## config.mk

```make
export PLATFORM = sky130hd
export DESIGN_NAME = alu_muldiv
export DESIGN_NICKNAME = d
export VERILOG_FILES = /design/src/rtl/alu_pkg.sv /design/src/rtl/muldiv_sign_fix.sv /design/src/rtl/alu_muldiv.sv
export SDC_FILE = /design/constraint.sdc
export NUM_CORES = 1
export LEC_CHECK = 0
export ABC_CLOCK_PERIOD_IN_PS = 7500
export BUFFER_PORTS_ARGS = -buffer_cell sky130_fd_sc_hd__buf_2
export CAP_MARGIN = 25
export CORE_MARGIN = 4
export CORE_UTILIZATION = 45
export CTS_BUF_LIST = sky130_fd_sc_hd__clkbuf_4
export DETAILED_ROUTE_END_ITERATION = 10
export GPL_ROUTABILITY_DRIVEN = 0
export PLACE_DENSITY = 0.62
export RECOVER_POWER = 25
export SYNTH_ARGS = -nofsm -noshare
export SYNTH_HDL_FRONTEND = slang
export SYNTH_SLANG_ARGS = --single-unit
```

## constraint.sdc

```tcl
create_clock -name clk_i -period 7.5 [get_ports clk_i]
set_input_delay 1.5 -clock clk_i [delete_from_list [all_inputs] [get_ports clk_i]]
set_output_delay 1.5 -clock clk_i [all_outputs]
set_load 0.1 [all_outputs]
```

## src/rtl/alu_pkg.sv

```systemverilog
// rtl/alu_pkg.sv - shared op/state encodings and helpers for the ALU and mul/div unit
package alu_pkg;

  localparam int XLEN_DEFAULT = 32;

  localparam logic [2:0] MD_MUL    = 3'd0;
  localparam logic [2:0] MD_MULH   = 3'd1;
  localparam logic [2:0] MD_MULHSU = 3'd2;
  localparam logic [2:0] MD_MULHU  = 3'd3;
  localparam logic [2:0] MD_DIV    = 3'd4;
  localparam logic [2:0] MD_DIVU   = 3'd5;
  localparam logic [2:0] MD_REM    = 3'd6;
  localparam logic [2:0] MD_REMU   = 3'd7;

  typedef enum logic [1:0] {
    S_IDLE = 2'd0,
    S_CALC = 2'd1,
    S_DONE = 2'd2
  } md_state_e;

  function automatic logic op_a_signed(input logic [2:0] op);
    return (op == MD_MULH) || (op == MD_MULHSU) || (op == MD_DIV) || (op == MD_REM);
  endfunction

  function automatic logic op_b_signed(input logic [2:0] op);
    return (op == MD_MULH) || (op == MD_DIV) || (op == MD_REM);
  endfunction

endpackage

```

## src/rtl/muldiv_sign_fix.sv

```systemverilog
// rtl/muldiv_sign_fix.sv - applies operand signs to the magnitude result and selects the output word
module muldiv_sign_fix
  import alu_pkg::*;
#(
  parameter int XLEN = XLEN_DEFAULT
) (
  input  logic [2:0]        op_i,
  input  logic              neg_a_i,
  input  logic              neg_b_i,
  input  logic [2*XLEN-1:0] acc_i,
  output logic [XLEN-1:0]   result_o
);

  logic [2*XLEN-1:0] prod;
  logic [XLEN-1:0]   quot;
  logic [XLEN-1:0]   rem;

  // acc holds {hi, lo} of the product, or {remainder, quotient} after a divide
  always_comb begin
    prod = (neg_a_i ^ neg_b_i) ? -acc_i : acc_i;
    quot = (neg_a_i ^ neg_b_i) ? -acc_i[XLEN-1:0] : acc_i[XLEN-1:0];
    rem  = neg_a_i ? -acc_i[2*XLEN-1:XLEN] : acc_i[2*XLEN-1:XLEN];
    case (op_i)
      MD_MUL:                      result_o = prod[XLEN-1:0];
      MD_MULH, MD_MULHSU, MD_MULHU: result_o = prod[2*XLEN-1:XLEN];
      MD_DIV, MD_DIVU:             result_o = quot;
      default:                     result_o = rem;
    endcase
  end

endmodule

```

## src/rtl/alu_muldiv.sv

```systemverilog
// rtl/alu_muldiv.sv - iterative RV32M/RV64M multiply/divide unit with valid/ready handshake and flush
module alu_muldiv
  import alu_pkg::*;
#(
  parameter int  XLEN  = XLEN_DEFAULT,
  localparam int CNT_W = $clog2(XLEN) + 1
) (
  input  logic            clk_i,
  input  logic            rst_ni,
  input  logic            in_valid_i,
  output logic            in_ready_o,
  input  logic [2:0]      op_i,
  input  logic [XLEN-1:0] a_i,
  input  logic [XLEN-1:0] b_i,
  input  logic            flush_i,
  output logic            out_valid_o,
  input  logic            out_ready_i,
  output logic [XLEN-1:0] result_o,
  output logic            is_zero_o
);

  md_state_e         state_q;
  logic [2:0]        op_q;
  logic              neg_a_q, neg_b_q;
  logic [XLEN-1:0]   b_mag_q;
  logic [2*XLEN-1:0] acc_q, acc_d;
  logic [CNT_W-1:0]  cnt_q;
  logic [XLEN-1:0]   result_q;
  logic              is_zero_q, in_ready_q, out_valid_q;

  logic            neg_a, neg_b, div_zero, div_ovf;
  logic [XLEN-1:0] a_mag, b_mag, fast_res, fix_res;
  logic [XLEN:0]   mul_sum, div_shift, div_diff;

  always_comb begin
    neg_a    = op_a_signed(op_i) & a_i[XLEN-1];
    neg_b    = op_b_signed(op_i) & b_i[XLEN-1];
    a_mag    = neg_a ? -a_i : a_i;
    b_mag    = neg_b ? -b_i : b_i;
    div_zero = op_i[2] & (b_i == '0);
    div_ovf  = ((op_i == MD_DIV) || (op_i == MD_REM)) &
               (a_i == {1'b1, {(XLEN-1){1'b0}}}) & (b_i == '1);
    // op_i[1] separates REM/REMU from DIV/DIVU
    if (div_zero) fast_res = op_i[1] ? a_i : '1;
    else          fast_res = op_i[1] ? '0 : a_i;
  end

  // One iteration: shift-add for multiply, restoring shift-subtract for divide
  always_comb begin
    mul_sum   = {1'b0, acc_q[2*XLEN-1:XLEN]} + {1'b0, b_mag_q};
    div_shift = {acc_q[2*XLEN-1:XLEN], acc_q[XLEN-1]};
    div_diff  = div_shift - {1'b0, b_mag_q};
    if (op_q[2]) begin
      acc_d = div_diff[XLEN] ? {div_shift[XLEN-1:0], acc_q[XLEN-2:0], 1'b0}
                             : {div_diff[XLEN-1:0], acc_q[XLEN-2:0], 1'b1};
    end else begin
      acc_d = acc_q[0] ? {mul_sum, acc_q[XLEN-1:1]} : {1'b0, acc_q[2*XLEN-1:1]};
    end
  end

  muldiv_sign_fix #(.XLEN(XLEN)) u_sign_fix (
    .op_i    (op_q),
    .neg_a_i (neg_a_q),
    .neg_b_i (neg_b_q),
    .acc_i   (acc_d),
    .result_o(fix_res)
  );

  always_ff @(posedge clk_i or negedge rst_ni) begin
    if (!rst_ni) begin
      state_q     <= S_IDLE;
      op_q        <= MD_MUL;
      neg_a_q     <= 1'b0;
      neg_b_q     <= 1'b0;
      b_mag_q     <= '0;
      acc_q       <= '0;
      cnt_q       <= '0;
      result_q    <= '0;
      is_zero_q   <= 1'b0;
      in_ready_q  <= 1'b1;
      out_valid_q <= 1'b0;
    end else if (flush_i) begin
      state_q     <= S_IDLE;
      cnt_q       <= '0;
      result_q    <= '0;
      is_zero_q   <= 1'b0;
      in_ready_q  <= 1'b1;
      out_valid_q <= 1'b0;
    end else begin
      case (state_q)
        S_IDLE: begin
          if (in_valid_i) begin
            op_q       <= op_i;
            neg_a_q    <= neg_a;
            neg_b_q    <= neg_b;
            b_mag_q    <= b_mag;
            acc_q      <= {{XLEN{1'b0}}, a_mag};
            in_ready_q <= 1'b0;
            if (div_zero || div_ovf) begin
              state_q     <= S_DONE;
              out_valid_q <= 1'b1;
              result_q    <= fast_res;
              is_zero_q   <= (fast_res == '0);
            end else begin
              state_q <= S_CALC;
              cnt_q   <= CNT_W'(XLEN);
            end
          end
        end
        S_CALC: begin
          acc_q <= acc_d;
          cnt_q <= cnt_q - CNT_W'(1);
          if (cnt_q == CNT_W'(1)) begin
            state_q     <= S_DONE;
            out_valid_q <= 1'b1;
            result_q    <= fix_res;
            is_zero_q   <= (fix_res == '0);
          end
        end
        S_DONE: begin
          if (out_ready_i) begin
            state_q     <= S_IDLE;
            out_valid_q <= 1'b0;
            in_ready_q  <= 1'b1;
          end
        end
        default: begin
          state_q     <= S_IDLE;
          out_valid_q <= 1'b0;
          in_ready_q  <= 1'b1;
        end
      endcase
    end
  end

  assign in_ready_o  = in_ready_q;
  assign out_valid_o = out_valid_q;
  assign result_o    = result_q;
  assign is_zero_o   = is_zero_q;

endmodule
```

Word-level counts from Yosys, hierarchy flattened
Cells that the tools add are included.

Bitwise gates (word level): 7. Muxes and demuxes: 44. Eq/ne operators: 21. Reduce and logical (&&, ||, !) cells: 23. Add/sub/neg operators: 8.

Operators with widths (count): $mux 32 (11); $mux 64 (5); $neg 32->32 (4); $pmux 64 s2 (1); $logic_not 32->1 (3); $pmux 32 s3 (1); $eq 32x32->1 const B (2); $neg 64->64 (1); $pmux 32 s2 (1); $add 32x32->33 (1); $sub 33x32->33 (1); $mux 6 (3); $ne 3x3->1 const B (5); $reduce_and 3->1 (5); $eq 3x3->1 const B (4); $mux 1 (12); $pmux 6 s2 (1); $mux 2 (5); $eq 3x2->1 const B (3); $reduce_and 4->1 (2); $logic_or 1x1->1 (7); $eq 3x1->1 const B (2); $eq 6x1->1 const B (1); $pmux 1 s3 (2); 15 further kinds (20).

Logic and storage cells: 114. Register bits after elaboration: 144. Output and inout port bits: 35.

Logic depth before layout (Yosys ltp)
Depth after elaboration: 10. Depth in mapped cells: 27.

Cells and area by module
A second synthesis with hierarchy kept.

Cells, all modules: 2092. Area, all modules: 15753.9 um2.

By module, submodules not included: alu_muldiv (instances 1, cells each 1628, sequential area each 3604.7 um2, area each 12863.6 um2); muldiv_sign_fix (instances 1, cells each 464, sequential area each 0.0 um2, area each 2890.3 um2).

Least setup slack after synthesis
OpenSTA, ideal clock, no wires.

Path kind: reg-to-reg. Start: reg acc_q[31]. End: reg is_zero_q, in the netlist is_zero_o. Data required time: 7.396 ns. Cell stages (with the launch flop): 27. Slack: 0.859 ns. Data arrival time: 6.538 ns. Buffers on the path: 2. Cells stage by stage: dfrtp_1 inv_1 ha_1 inv_1 fa_1 a211oi_2 o211ai_1 and2_4 a221o_1 nor3_2 nor2_1 buf_4 buf_6 a311oi_1 ha_1 nand2_1 or4b_1 nor3_1 and4bb_4 or4b_4 nor4_4 a21oi_1 o22a_1 or4_1 nor4_1 nand4_1 o41ai_2.

Cells in the longest elaborated chain, start to end: 10. Elaborated cells on any way between the ends: 15.

RTL lines: from (decl) (RTL line alu_muldiv.sv:26) `logic [2*XLEN-1:0] acc_q, acc_d;`; from (signal assigned) (RTL line alu_muldiv.sv:97) `acc_q <= {{XLEN{1'b0}}, a_mag};`; $sub 33x32->33 (RTL line alu_muldiv.sv:52) `div_diff = div_shift - {1'b0, b_mag_q};`; $mux 64 (RTL line alu_muldiv.sv:54) `acc_d = div_diff[XLEN] ? {div_shift[XLEN-1:0], acc_q[XLEN-2:0], 1'b0}`; $mux 64 * (RTL line alu_muldiv.sv:53) `if (op_q[2]) begin`; $neg 64->64 (tied with other cells) (RTL line muldiv_sign_fix.sv:20) `prod = (neg_a_i ^ neg_b_i) ? -acc_i : acc_i;`; $mux 64 (tied with other cells) (RTL line muldiv_sign_fix.sv:20); $pmux 32 s3 * (RTL line muldiv_sign_fix.sv:23) `case (op_i)`; $logic_not 32->1 * (RTL line alu_muldiv.sv:117) `is_zero_q <= (fix_res == '0);`; $mux 1 * (RTL line alu_muldiv.sv:113) `if (cnt_q == CNT_W'(1)) begin`; $pmux 1 s2 * (RTL line alu_muldiv.sv:90) `case (state_q)`; $mux 1 * (RTL line alu_muldiv.sv:82) `end else if (flush_i) begin`; to (signal assigned) (RTL line alu_muldiv.sv:103) `is_zero_q <= (fast_res == '0);`; to (signal assigned) (RTL line alu_muldiv.sv:117); to (decl) (RTL line alu_muldiv.sv:29) `logic is_zero_q, in_ready_q, out_valid_q;`.

Mark *: on every way between the ends. The rest lies on a longest branch, timed or not. The select of a mux whose other input is x is not followed. A chain may end at the register's enable or synchronous reset.

Worst setup path after layout
Same ends and word-level chain as after synthesis.

==> summary.md <==
| Metric | Value |
|---|---|
| Post-synthesis sequential area ratio | `0.217` |
| Final Hold Fails | `0` |
| Ports | `107` |
| WL met3 | `8.56 mm` |
| Critical Path Start Type | `flop` |
| Aggregate global routing overflow | `0` |
| Placed instance count | `2,781` |
| Root Driver | `clkbuf_4` |
| Final Max Slew Viols | `84` |
| CTS tree | `built` |
| Setup TNS | `0 ns` |
| Fmax | `144 MHz` |
| Slew headroom | `-0.951` |
| Simple-gate share of the synthesized area | `0.249` |
| Crit path capture type | `flop` |
| Max FO, Critical Path | `17` |
| Layout cell share with drive strength beyond 1 | `0.107` |
| Top Layer Used | `met5` |
| Synth area leader | `dfrtp_1` |
| Vias in the first global route | `17,600` |
| Hpwl dp | `52.2 mm` |
| Compound-Gate Fraction of Synth Area | `0.321` |
| Synth Flop Type | `dfrtp_1` |
| Clock latency reported for the late side of the worst-skew pair | `0.67 ns` |
| Post-synthesis net count | `2,444` |
| Post-layout min period | `6.94 ns` |
| WP data required | `8.07 ns` |
| Syn avg cell area | `7.24 um^2` |
| Post-Layout Cell Count | `2,819` |
| CTS Hold Bufs | `0` |
| Status | `finished, violations left` |
| NumNets Final | `2,478` |
| Synth Area in Adders | `0.0600` |
| Post-CTS sizing | `0` |
| Yosys reg bits | `144` |
| Worst-Margin Slew | `2.93 ns` |
| Failing checks | `capacitance limit, slew limit` |
| Routed WL | `68.6 mm` |
| Max Cap Viol | `2` |
| WL/cell | `24.3 um` |
| Skew final | `0.0449 ns` |
| Number of CTS-inserted buffers | `17` |
| PortBufs | `106` |
| DRT Pass-1 Iters | `9` |
| Vias | `19,000` |
| Max Buffers Root-to-Sink | `2` |
| Met1 WL | `29.2 mm` |
| Syn Inst Count | `2,299` |
| First-pass GRT wire length | `106 mm` |
| Synthesized area | `0.0166 mm^2` |
| CP arrival | `7.50 ns` |
| Setup violations, final | `0` |
| Chip width | `200 um` |
| Hold WC Path Type | `reg2reg` |
| Multiplexer area fraction after synthesis | `0.0297` |
| Core Region | `0.0365 mm^2` |
| Gr usage total | `0.328` |
| Antenna-violating nets left | `0` |
| Largest cells by area after synthesis | `dfrtp_1, o21ai_0, nand2_1` |
| Synth-to-layout area growth | `7.62%` |
| Warnings from Yosys | `0` |
| Detail-routed via count per cell | `6.74` |
| Row cnt | `70` |
| Post-synth EDFFs | `0` |
| Starting Density | `0.456` |
| Largest net degree at the start of global routing | `87` |
| Xor and xnor area share after synthesis | `0.0716` |
| Metal2 WL | `27.9 mm` |
| Unrepaired setup endpoints after global routing | `false` |
| Die ar. | `0.0401 mm^2` |
| Async S/R FF share, synth | `1.00` |
| Largest family of logic cells by synthesized area | `compound AO/OA/AOI/OAI gates` |
| Critical path type | `reg2reg` |
| CTS H-tree depth | `4` |
| Clk sinks | `144` |
| Number of antenna violations at the first check in global routing | `4` |
| Synth unique cells | `99` |
| Clock transition at the registers of the reported paths | `0.16 ns` |
| Die Height | `200 um` |
| Share of the clock period used by the worst path | `0.925` |
| 1st-iter DRT viols | `2,703` |
| Share of the synthesized area in the top cell type | `0.215` |
| Post-CTS setup buffers | `0` |
| # DRC | `0` |
==> path summary, 6_finish.rpt <==
kind	endpoint	depth (start not counted)	slack (ns)	start
max in group asynchronous	acc_q[56]	2	2.47	rst_ni
min	result_o[21]	2	0.50	result_o[21]
min reg2reg	result_o[21]	2	0.50	result_o[21]
min in group asynchronous	acc_q[17]	1	1.44	rst_ni
max reg2reg	is_zero_o	27	0.56	acc_q[31]
max	is_zero_o	27	0.56	acc_q[31]
==> synthesized netlist by cell type, drive strengths merged, types with 20 or more instances <==
| library cell | instances |
|---|---|
| ha | 71 |
| a31oi | 38 |
| o21ai | 235 |
| o211ai | 35 |
| nor2 | 212 |
| o31ai | 34 |
| buf | 39 |
| nand3 | 51 |
| nor3 | 73 |
| nand2 | 294 |
| nand4 | 39 |
| dfrtp | 143 |
| xnor2 | 65 |
| mux2i | 37 |
| a21oi | 209 |
| inv | 75 |
| a211oi | 32 |
| xor2 | 71 |
| or3 | 30 |
| nor4 | 20 |
| clkbuf | 100 |
| a21o | 24 |
==> cell type report <==
class,instances,area [um^2]
clock buffers,17,128
multi-input cells,1940,12200
flip-flops and latches,144,3610
well taps,468,586
diodes,5,12.5
repair buffers,154,943
fillers,3675,18600
inverters,76,285
clock inverters,15,128
==> state kept, by name (all words and copies together), names as in the netlist <==
| signal | count |
|---|---|
| b_mag_q | 32 |
| cnt_q | 6 |
| neg_a_q | 1 |
| result_o | 32 |
| acc_q | 64 |
| op_q | 3 |
| neg_b_q | 1 |
| in_ready_o | 1 |
| out_valid_o | 1 |
| is_zero_o | 1 |
| state_q | 2 |
==> critical path, cell delays in order, from the launching register on <==
cell and delay, ns:
dfrtp_1 0.41, inv_1 0.08, ha_1 0.17, inv_1 0.05
fa_1 0.44, a211oi_2 0.30, o211ai_1 0.19, and2_4 0.20
a221o_1 0.41, o21ai_2 0.21, nand2_4 0.06, buf_4 0.21
nand2_1 0.09, a31oi_1 0.17, inv_1 0.13, ha_1 0.27
nand2_1 0.07, or4b_1 0.50, nor3_1 0.13, and4bb_4 0.28
or4b_4 0.54, nor4_4 0.28, a21oi_1 0.10, o22a_1 0.24
or4_1 0.58, nor4_1 0.26, nand4_1 0.14, o41ai_2 0.35
==> cells by family (layout without fill, tap and decap cells) <==
group / Yosys count / after routing
compound gates: 818 / 818
other cells: 0 / 5
buf+inv: 215 / 262
fa+ha+maj: 80 / 80
simple gates: 858 / 858
flops: 144 / 144
mux: 48 / 48
xor+xnor: 136 / 136
==> through the flow <==
| step | setup WS, ns | hold WS (ns) | utilization | instance area (um^2) |
|---|---|---|---|---|
| after floorplan | 0.859 | 0.475 | - | 16600 |
| after global placement | 0.773 | 0.463 | 0.482 | 17600 |
| after detailed placement | 0.705 | 0.465 | 0.483 | 17600 |
| after CTS | 0.674 | 0.499 | 0.490 | 17900 |
| after global routing | 0.204 | 0.528 | 0.490 | 17900 |
| final | 0.562 | 0.501 | 0.491 | 17900 |
==> layout by cell type (no fill, tap or decap), types with 17 or more instances in the layout <==
cell type | synthesis | final
o211ai_1 | 34 | 34
a21oi_1 | 208 | 208
o31ai_1 | 34 | 34
a211oi_1 | 27 | 27
o21ai_0 | 227 | 227
o21a_1 | 19 | 19
xor2_1 | 71 | 71
nand3_1 | 51 | 51
a31oi_1 | 38 | 38
nand2_1 | 293 | 290
and3_1 | 19 | 19
buf_4 | 3 | 43
nor4_1 | 18 | 18
a21o_1 | 24 | 24
or3_1 | 30 | 30
clkbuf_4 | 0 | 17
buf_2 | 19 | 105
mux2i_1 | 37 | 37
ha_1 | 71 | 71
inv_1 | 75 | 75
nor3_1 | 70 | 70
nand4_1 | 39 | 39
xnor2_1 | 65 | 64
nor2_1 | 212 | 210
dfrtp_1 | 143 | 142
==> metal layers <==
layer / vias to the layer above / GRT usage
met5: - / 0
met4: 2 / 0.121
met3: 209 / 0.0983
met2: 1211 / 0.464
met1: 8929 / 0.471
li1: 8647 / -
Power is not shown: default switching activity piles up to over one toggle a cycle in this logic, so the estimate is an artifact.
